`config.mk`:
```
export PLATFORM = sky130hd
export DESIGN_NAME = keccak_sponge_ctrl
export DESIGN_NICKNAME = d
export VERILOG_FILES = /design/src/rtl/keccak_pkg.sv /design/src/rtl/keccak_round_ctr.sv /design/src/rtl/keccak_sponge_ctrl.sv
export SDC_FILE = /design/constraint.sdc
export NUM_CORES = 1
export LEC_CHECK = 0
export CELL_PAD_IN_SITES_DETAIL_PLACEMENT = 0
export CELL_PAD_IN_SITES_GLOBAL_PLACEMENT = 1
export CORE_MARGIN = 2
export CORE_UTILIZATION = 46
export CTS_BUF_LIST = sky130_fd_sc_hd__clkbuf_2
export DETAILED_ROUTE_END_ITERATION = 16
export PLACE_DENSITY = 0.92
export SLEW_MARGIN = 20
export SYNTH_ARGS = -nofsm -noshare
export SYNTH_HDL_FRONTEND = slang
export SYNTH_SLANG_ARGS = --single-unit
```
`constraint.sdc`:
```
create_clock -name clk -period 5.87 [get_ports clk]
set_input_delay 1.174 -clock clk [delete_from_list [all_inputs] [get_ports clk]]
set_output_delay 1.174 -clock clk [all_outputs]
set_load 0.01 [all_outputs]
```
`src/rtl/keccak_pkg.sv`:
```
// Shared types and constant tables for the Keccak sponge controller and its helpers.
// Pure declarations: no latency or flow-control behaviour of its own.
package keccak_pkg;

    typedef enum logic [2:0] {
        MODE_SHA3_224 = 3'd0,
        MODE_SHA3_256 = 3'd1,
        MODE_SHA3_384 = 3'd2,
        MODE_SHA3_512 = 3'd3,
        MODE_SHAKE128 = 3'd4,
        MODE_SHAKE256 = 3'd5
    } mode_e;

    typedef enum logic [2:0] {
        IDLE,
        FILL,
        PAD,
        ABSORB,
        PERM,
        SQUEEZE,
        DONE
    } state_e;

    localparam logic [2:0] MODE_MAX = 3'd5;

    localparam logic [4:0] RATE_LANES [6] = '{5'd18, 5'd17, 5'd13, 5'd9, 5'd21, 5'd17};
    localparam logic [3:0] SHA3_OUT_WORDS [4] = '{4'd4, 4'd4, 4'd6, 4'd8};

    localparam logic [7:0] DS_SHA3  = 8'h06;
    localparam logic [7:0] DS_SHAKE = 8'h1F;
    localparam logic [7:0] PAD_END  = 8'h80;

    function automatic logic [4:0] rate_of(input logic [2:0] m);
        return (m <= MODE_MAX) ? RATE_LANES[m] : 5'd0;
    endfunction

    function automatic logic is_shake(input logic [2:0] m);
        return (m == MODE_SHAKE128) || (m == MODE_SHAKE256);
    endfunction

    function automatic logic [3:0] sha3_words_of(input logic [2:0] m);
        return SHA3_OUT_WORDS[m[1:0]];
    endfunction

endpackage

```
`src/rtl/keccak_round_ctr.sv`:
```
// Round counter for one permutation: clears outside PERM, steps while enabled, flags the last cycle.
// Counts NUM_ROUNDS/RPC cycles; no backpressure, the permutation never stalls.
module keccak_round_ctr #(
    parameter int NUM_ROUNDS = 24,
    parameter int RPC        = 1
) (
    input  logic       clk,
    input  logic       rst_n,
    input  logic       clr,
    input  logic       en,
    output logic [4:0] rcnt,
    output logic       last
);

    localparam int CYCLES = NUM_ROUNDS / RPC;

    if (NUM_ROUNDS % RPC != 0) begin : g_bad_rpc
        $error("keccak_round_ctr: NUM_ROUNDS must be a multiple of RPC");
    end

    assign last = (rcnt == 5'(CYCLES - 1));

    always_ff @(posedge clk or negedge rst_n) begin
        if (!rst_n) begin
            rcnt <= 5'd0;
        end else if (clr) begin
            rcnt <= 5'd0;
        end else if (en) begin
            rcnt <= last ? 5'd0 : rcnt + 5'd1;
        end
    end

endmodule

```
`src/rtl/keccak_sponge_ctrl.sv`:
```
// Sponge controller: absorb with pad10*1, permutation sequencing, multi-block squeeze; no datapath.
// Block-to-absorb 1 cycle, perm NUM_ROUNDS/RPC cycles; in_ready only in FILL, squeeze word holds while !out_ready.
module keccak_sponge_ctrl
    import keccak_pkg::*;
#(
    parameter int NUM_ROUNDS = 24,
    parameter int RPC        = 1,
    parameter int OLEN_W     = 16
) (
    input  logic              clk,
    input  logic              rst_n,
    input  logic              start,
    input  logic [2:0]        mode,
    input  logic              msg_empty,
    input  logic [OLEN_W-1:0] out_len,
    input  logic              in_valid,
    input  logic              in_last,
    output logic              in_ready,
    output logic              buf_wr,
    output logic [4:0]        buf_idx,
    output logic              pad_ds,
    output logic              pad_end,
    output logic              absorb,
    output logic              perm_en,
    output logic [4:0]        round_idx,
    output logic [2:0]        mode_q,
    output logic              out_valid,
    input  logic              out_ready,
    output logic [4:0]        out_idx,
    output logic              busy,
    output logic              done
);

    localparam logic [4:0] RPC5 = 5'(RPC);

    state_e            state_q, state_d;
    logic [2:0]        mode_r;
    logic [OLEN_W-1:0] olen_q;
    logic              latch_en;
    logic              final_q, final_d;
    logic              pad_pend_q, pad_pend_d;
    logic              pad_first_q, pad_first_d;
    logic [4:0]        wcnt_q, wcnt_d;
    logic [4:0]        scnt_q, scnt_d;
    logic [OLEN_W-1:0] tot_q, tot_d;

    logic [4:0]        rate_m1;
    logic [OLEN_W-1:0] sq;
    logic [OLEN_W:0]   tot_inc;
    logic [4:0]        rcnt;
    logic              rnd_last;

    keccak_round_ctr #(
        .NUM_ROUNDS (NUM_ROUNDS),
        .RPC        (RPC)
    ) u_round_ctr (
        .clk   (clk),
        .rst_n (rst_n),
        .clr   (state_q != PERM),
        .en    (state_q == PERM),
        .rcnt  (rcnt),
        .last  (rnd_last)
    );

    assign rate_m1 = rate_of(mode_r) - 5'd1;
    assign sq      = is_shake(mode_r) ? olen_q : OLEN_W'(sha3_words_of(mode_r));
    // One extra bit so out_len of all ones terminates instead of wrapping.
    assign tot_inc = {1'b0, tot_q} + (OLEN_W+1)'(1);
    assign mode_q  = mode_r;
    assign busy    = (state_q != IDLE);

    always_ff @(posedge clk or negedge rst_n) begin
        if (!rst_n) begin
            state_q     <= IDLE;
            mode_r      <= 3'd0;
            olen_q      <= '0;
            final_q     <= 1'b0;
            pad_pend_q  <= 1'b0;
            pad_first_q <= 1'b0;
            wcnt_q      <= 5'd0;
            scnt_q      <= 5'd0;
            tot_q       <= '0;
        end else begin
            state_q     <= state_d;
            final_q     <= final_d;
            pad_pend_q  <= pad_pend_d;
            pad_first_q <= pad_first_d;
            wcnt_q      <= wcnt_d;
            scnt_q      <= scnt_d;
            tot_q       <= tot_d;
            if (latch_en) begin
                mode_r <= mode;
                olen_q <= out_len;
            end
        end
    end

    always_comb begin
        state_d     = state_q;
        final_d     = final_q;
        pad_pend_d  = pad_pend_q;
        pad_first_d = pad_first_q;
        wcnt_d      = wcnt_q;
        scnt_d      = scnt_q;
        tot_d       = tot_q;
        latch_en    = 1'b0;
        in_ready    = 1'b0;
        buf_wr      = 1'b0;
        buf_idx     = 5'd0;
        pad_ds      = 1'b0;
        pad_end     = 1'b0;
        absorb      = 1'b0;
        perm_en     = 1'b0;
        round_idx   = 5'd0;
        out_valid   = 1'b0;
        out_idx     = 5'd0;
        done        = 1'b0;

        case (state_q)
            IDLE: begin
                if (start && (mode <= MODE_MAX)) begin
                    latch_en    = 1'b1;
                    final_d     = 1'b0;
                    pad_pend_d  = 1'b0;
                    pad_first_d = 1'b1;
                    wcnt_d      = 5'd0;
                    scnt_d      = 5'd0;
                    tot_d       = '0;
                    state_d     = msg_empty ? PAD : FILL;
                end
            end
            FILL: begin
                in_ready = 1'b1;
                if (in_valid) begin
                    buf_wr  = 1'b1;
                    buf_idx = wcnt_q;
                    if (wcnt_q == rate_m1) begin
                        // A full final block leaves no room: padding goes into a block of its own.
                        wcnt_d     = 5'd0;
                        pad_pend_d = in_last;
                        state_d    = ABSORB;
                    end else begin
                        wcnt_d = wcnt_q + 5'd1;
                        if (in_last) begin
                            pad_first_d = 1'b1;
                            state_d     = PAD;
                        end
                    end
                end
            end
            PAD: begin
                buf_wr      = 1'b1;
                buf_idx     = wcnt_q;
                pad_ds      = pad_first_q;
                pad_first_d = 1'b0;
                if (wcnt_q == rate_m1) begin
                    pad_end    = 1'b1;
                    final_d    = 1'b1;
                    pad_pend_d = 1'b0;
                    wcnt_d     = 5'd0;
                    state_d    = ABSORB;
                end else begin
                    wcnt_d = wcnt_q + 5'd1;
                end
            end
            ABSORB: begin
                absorb  = 1'b1;
                state_d = PERM;
            end
            PERM: begin
                perm_en   = 1'b1;
                round_idx = rcnt * RPC5;
                if (rnd_last) begin
                    wcnt_d = 5'd0;
                    if (final_q) begin
                        state_d = (sq == '0) ? DONE : SQUEEZE;
                    end else if (pad_pend_q) begin
                        pad_first_d = 1'b1;
                        state_d     = PAD;
                    end else begin
                        state_d = FILL;
                    end
                end
            end
            SQUEEZE: begin
                out_valid = 1'b1;
                out_idx   = scnt_q;
                if (out_ready) begin
                    tot_d = tot_inc[OLEN_W-1:0];
                    if (tot_inc == {1'b0, sq}) begin
                        state_d = DONE;
                    end else if (scnt_q == rate_m1) begin
                        scnt_d  = 5'd0;
                        state_d = PERM;
                    end else begin
                        scnt_d = scnt_q + 5'd1;
                    end
                end
            end
            DONE: begin
                done    = 1'b1;
                state_d = IDLE;
            end
            default: state_d = IDLE;
        endcase
    end

endmodule

```
==> impl_metrics.toml, run 1 <==
[outcome]
status = "finished, final reports clean"

[layout]
drive_above_1_share_pct = 4.771
finish.utilization_pct = 54.55
nets = 533
fill_cells = 752
multi_input_area_um2 = 2272
final_cell_mix = "95 x nand2_1, 56 x dfrtp_1, 51 x clkdlybuf4s50_1"
final_common_cell = "nand2_1"
final_cell_area_um2 = 4437
syn2layout_area_growth_pct = 16.19
antenna_cells = 0
ff_latch_area_um2 = 1401

[setup_path]
path_delay_family = "simple AND/OR/NAND/NOR gates"
cp_slowest_cell = "dfrtp_1"
startpoint_type = "register"
critPathRequiredTime_ps = 4700
cpPeakStageDelay_ps = 670
worstSetupStartpoint = "mode_q[1]$_DFFE_PN0P_"
rrSetupSlack_ps = 2620
critPathBufInv = 1
path_class = "register to output port"
r2r_start = "mode_q[1]$_DFFE_PN0P_"
crit_arrival_ps = 3760
critPathCaptureType = "output port"
crit_fanout = 23
path_cells = "or3_1, nand2_1, ha_1, nor2_1, a31oi_1, xnor2_1, nor4_4, and2_1, clkdlybuf4s50_1"

[clock_network]
post_cts_buffers = 0
root_buffer = "clkbuf_2"
cts_tree = "built"
holdBufCountCts = 0
cts-htree-levels = 2
cts_resized = 0
path_clk_slew_ps = 300
clk_latency_ps = 470
clock_sinks = 56
cts.path.max_buffers = 2
numCtsBuffers = 5

[placed_design]
hpwlAfterDp_um = 7048
port_buffers = 52
placed_cell_area_um2 = 4388
gp_congestion = 0.8405
dp_slack_ps = 1526

[sta]
finalCritPeriodShare_pct = 84.09
worst_slew_pin_slew_ps = 744.6
setup_viol = 0
drv_slew = 0
fin_tns_setup_ps = 0
fin_crit_ps = 4936
max_freq_ghz = 0.2026
timing.final.ws_setup_ps = 933.7
relSlewSlack_pct = 50.36
clock-skew-final_ps = 12.51
finalHoldViolCount = 0
fin_hold_ws_ps = 513.9
rsz0062_at_grt = "false"

[floorplan]
die_area_um2 = 9046
start_util_pct = 46.95
io-pin-count = 53
die_w_um = 95.11
core_um2 = 8134
rows = 33
die_y_um = 95.11

[synth]
syn_inst = 462
synth_edf_count = 0
synth_area_leader_cell = "dfrtp_1"
synth_area_leaders = "dfrtp_1 37%, nand2_1 9.3%, xnor2_1 5.5%"
yosysWarnings = 0
yosysUniqueCellTypes = 61
yosysSeqAreaShare_pct = 36.70
ys_ff_latch = 56
async_flop_share_pct = 100.0
synth_flop_cell = "dfrtp_1"
synth_nets = 493
syn_avg_cell_area_um2 = 8.266
synthesis.area_um2 = 3819
netlist.area_leader.share_pct = 36.70

[grt]
grt_pass1_vias = 3155
grt_usage_pct = 22.34
grt_max_degree = 57
globalRouteOverflowTotal = 0
grt_pass1_wl_um = 15990
antenna_found_initial = 0

[power_and_ir_drop]
power_density_nw_per_um2 = 361.7
power_leakage_nw = 1.924
ir_worst_vdd_uv = 205.2

[min_path]
hp-class = "register to register"
hold_start = "u_round_ctr.rcnt[0]$_DFF_PN0_"

[route]
ant_nets = 0
drtPass1Iterations = 4
vias_per_cell = 5.658
vias = 3440
detailedRoute.firstIterationViolations = 203
wire_per_inst_um = 15.63
drc = 0
wl_um = 9504

[job]
max-cap-violations = 0
## synthesized netlist by cell type, types with 5 or more instances
cell       n
buf_2      5
o21ai_0   36
nor2b_1   11
clkbuf_1  14
o31ai_1    9
nand2_1   95
a21oi_1   12
nor4_1     6
xnor2_1   24
nand3_1   19
and2_1     8
xor2_1     8
nand3b_1   8
inv_1     12
and3_1    14
a31oi_1    5
ha_1       5
a21o_1     7
nor3_1     8
nor2_1    31
dfrtp_1   56
nand2b_1   6
## layer usage
layer / routed length, um / global-route usage [%]
met2: 4383 / 35.33
met5: 0 / 0
met3: 371 / 3.636
met4: 108 / 4.831
met1: 4640 / 32.32
## layout make-up
| class | count | area share [%] |
|---|---|---|
| clock buffer | 5 | 0.5640 |
| sequential | 56 | 31.58 |
| inverter | 12 | 1.015 |
| tap | 105 | 2.961 |
| timing repair buffer | 55 | 12.13 |
| multi-input combinational | 372 | 51.21 |
| clock inverter | 3 | 0.5358 |
## path summary, 6_finish.rpt
path | end | cells past startpoint
worst max-delay path | pad_end | 9
worst min-delay path | u_round_ctr.rcnt[0]$_DFF_PN0_ | 1
worst max register to register | pad_pend_q$_DFFE_PN0P_ | 10
worst min register to register | u_round_ctr.rcnt[0]$_DFF_PN0_ | 1
max in group asynchronous | mode_q[2]$_DFFE_PN0P_ | 2
min in group asynchronous | tot_q[4]$_DFFE_PN0P_ | 2
## logic make-up after synthesis
kind of cell	after synthesis	synth area share, %
compound gates	97	16.38
xor+xnor	34	8.519
fa+ha+maj	5	1.638
buf+inv	34	3.801
flops	56	36.70
mux	4	1.081
simple gates	232	31.88
## through the flow
step | power (W) | std cells
after detailed placement | 0.001444 | 600
after CTS | 0.001607 | 608
after global placement | 0.001420 | 600
after floorplan | 0.001201 | 462
final | 0.001605 | 608
after global routing | 0.001742 | 608
## state kept, by name (all words and copies together), names as in the netlist
signal            cells
olen_q               16
tot_q                16
scnt_q                5
u_round_ctr.rcnt      5
wcnt_q                5
mode_q                3
state_q               3
final_q               1
pad_first_q           1
pad_pend_q            1
## power by group
part / leakage [nW] / total (W) / internal (W) / switching, W
Sequential: 0.745 / 0.000637 / 0.000480 / 0.000158
Clock: 0.0252 / 0.000163 / 0.0000297 / 0.000133
Combinational: 1.15 / 0.000805 / 0.000360 / 0.000444
Total: 1.92 / 0.00160 / 0.000870 / 0.000735
(Power assumes the default switching activity.)
==> inputs of run 2 (changes only) <==
--- a/config.mk
+++ b/config.mk
@@ -8,10 +8,10 @@
 export CELL_PAD_IN_SITES_DETAIL_PLACEMENT = 0
 export CELL_PAD_IN_SITES_GLOBAL_PLACEMENT = 1
 export CORE_MARGIN = 2
-export CORE_UTILIZATION = 46
+export CORE_UTILIZATION = 38
 export CTS_BUF_LIST = sky130_fd_sc_hd__clkbuf_2
 export DETAILED_ROUTE_END_ITERATION = 16
-export PLACE_DENSITY = 0.92
+export PLACE_DENSITY = 0.82
 export SLEW_MARGIN = 20
 export SYNTH_ARGS = -nofsm -noshare
 export SYNTH_HDL_FRONTEND = slang
==> constraint.sdc (replaced) <==
create_clock -name clk -period 4 [get_ports clk]
set_input_delay 0.8 -clock clk [delete_from_list [all_inputs] [get_ports clk]]
set_output_delay 0.8 -clock clk [all_outputs]
set_load 0.01 [all_outputs]
==> impl_metrics.toml, run 2 (synthesis results as in run 1) <==
[setup_path]
crit_fanout = 4
r2r_start = "tot_q[0]$_DFFE_PN0P_"
path_delay_family = "simple AND/OR/NAND/NOR gates"
rrSetupSlack_ps = 1160
path_class = "register to output port"
r2r_cells = 8
crit_arrival_ps = 3010
path_cells = "or3_4, nand2_2, ha_4, nor2_1, a31oi_2, xnor2_1, nor4_4, and2_4, clkdlybuf4s50_1"
timing.rr.end = "state_q[1]$_DFFE_PN0P_"
cp_slowest_cell = "clkdlybuf4s50_1"
cpPeakStageDelay_ps = 530
critPathCaptureType = "output port"
critPathRequiredTime_ps = 3200
startpoint_type = "register"
critPathBufInv = 1

[layout]
final_common_cell = "nand2_1"
drive_above_1_share_pct = 6.496
nets = 538
syn2layout_area_growth_pct = 19.30
final_cell_area_um2 = 4556
final_cell_mix = "94 x nand2_1, 55 x dfrtp_1, 51 x clkdlybuf4s50_1"
largest_registers = "olen_q: 16 flops, tot_q: 16 flops"

[route]
vias = 3420
drtPass1Iterations = 5
drc = 0
wl_um = 9745
wire_per_inst_um = 15.18
detailedRoute.firstIterationViolations = 242
ant_nets = 0
vias_per_cell = 5.327

[sta]
clock-skew-final_ps = 10.08
drv_slew = 0
relSlewSlack_pct = 42.57
fin_hold_ws_ps = 426.4
worst_slew_pin_slew_ps = 861.5
finalCritPeriodShare_pct = 95.25
fin_tns_setup_ps = 0
finalHoldViolCount = 0
timing.final.ws_setup_ps = 190.2
rsz0062_at_grt = "false"
setup_viol = 0
fin_crit_ps = 3810
max_freq_ghz = 0.2625

[clock_network]
root_buffer = "clkbuf_2"
clock_sinks = 56
path_clk_slew_ps = 280
cts-htree-levels = 2
cts.path.max_buffers = 2
numCtsBuffers = 5
clk_latency_ps = 440
cts_tree = "built"

[grt]
antenna_found_initial = 1
grt_pass1_wl_um = 16460
grt_max_degree = 38
grt_pass1_vias = 3254
grt_usage_pct = 18.40
globalRouteOverflowTotal = 0

[power_and_ir_drop]
power_leakage_nw = 1.964
power_density_nw_per_um2 = 544.5
ir_worst_vdd_uv = 267.0

[job]
max-cap-violations = 0

[placed_design]
placed_cell_area_um2 = 4453
port_buffers = 52
dp_slack_ps = 395.1
gp_congestion = 0.8441
hpwlAfterDp_um = 7267

[floorplan]
start_util_pct = 39.07
rows = 36
io-pin-count = 53
die_y_um = 104.2
die_w_um = 104.2
die_area_um2 = 10870
core_um2 = 9774

[min_path]
hp-class = "primary input to async pin"

[outcome]
status = "finished, final reports clean"
-- run 2: per-stage QoR --
stage,power [W],cells,utilization (%)
floorplan,0.001762,462,-
global placement,0.002117,632,45.56
detailed placement,0.002155,632,45.56
CTS,0.002463,641,46.38
global route,0.002685,642,46.61
finish,0.002480,642,46.61
-- run 2: worst max-delay path by stage --
stage                          start      end  depth (start not counted)
2_1_floorplan  mode_q[1]$_DFFE_PN0P_  pad_end                          9
3_3_place_gp   mode_q[0]$_DFFE_PN0P_  pad_end                          9
3_5_place_dp   mode_q[0]$_DFFE_PN0P_  pad_end                          9
4_1_cts        mode_q[0]$_DFFE_PN0P_  pad_end                          9
5_1_grt        mode_q[0]$_DFFE_PN0P_  pad_end                          9
6_report       mode_q[0]$_DFFE_PN0P_  pad_end                          9
-- run 2: worst register-to-register path, delay by kind of cell, from the launching register on --
kind                       cells  cell delay [ps]
DFF                            1              540
AOI/OAI and AO/OA              2              570
adders and majority gates      1              310
and+or+nand+nor                4             1050
muxes                          1              310
-- run 2: cell type report --
type                       instances  area [um2]
fill                             989        5219
multi-input combinational        372        2301
sequential                        56        1403
timing repair buffer              60       575.6
tap                              133       166.4
inverter                          12       45.04
clock inverter                     3       37.54
clock buffer                       5       25.02
antenna                            1       2.502
-- run 2: report_power, final --
group	internal, W	switching, W	leakage, nW
registers	0.000705	0.000181	0.744
logic	0.000586	0.000729	1.18
clock network	0.000102	0.000178	0.0380
total	0.00139	0.00109	1.96
-- run 2: metal layers --
metal | track usage [%] | up-vias | share of wire [%]
met2 | 29.46 | 70 | 46
met5 | 0 | - | 0
met4 | 3.861 | 0 | 0.49
met1 | 26.59 | 1629 | 50
met3 | 2.569 | 2 | 3.2
li1 | - | 1719 | -
-- run 2: timing repair --
item                                    in CTS  in global routing
gates resized for setup                      3                  4
buffers inserted                             1                  0
hold buffers                                 0                  0
hold endpoints to repair                     0                  0
endpoints found under the setup margin       1                  1
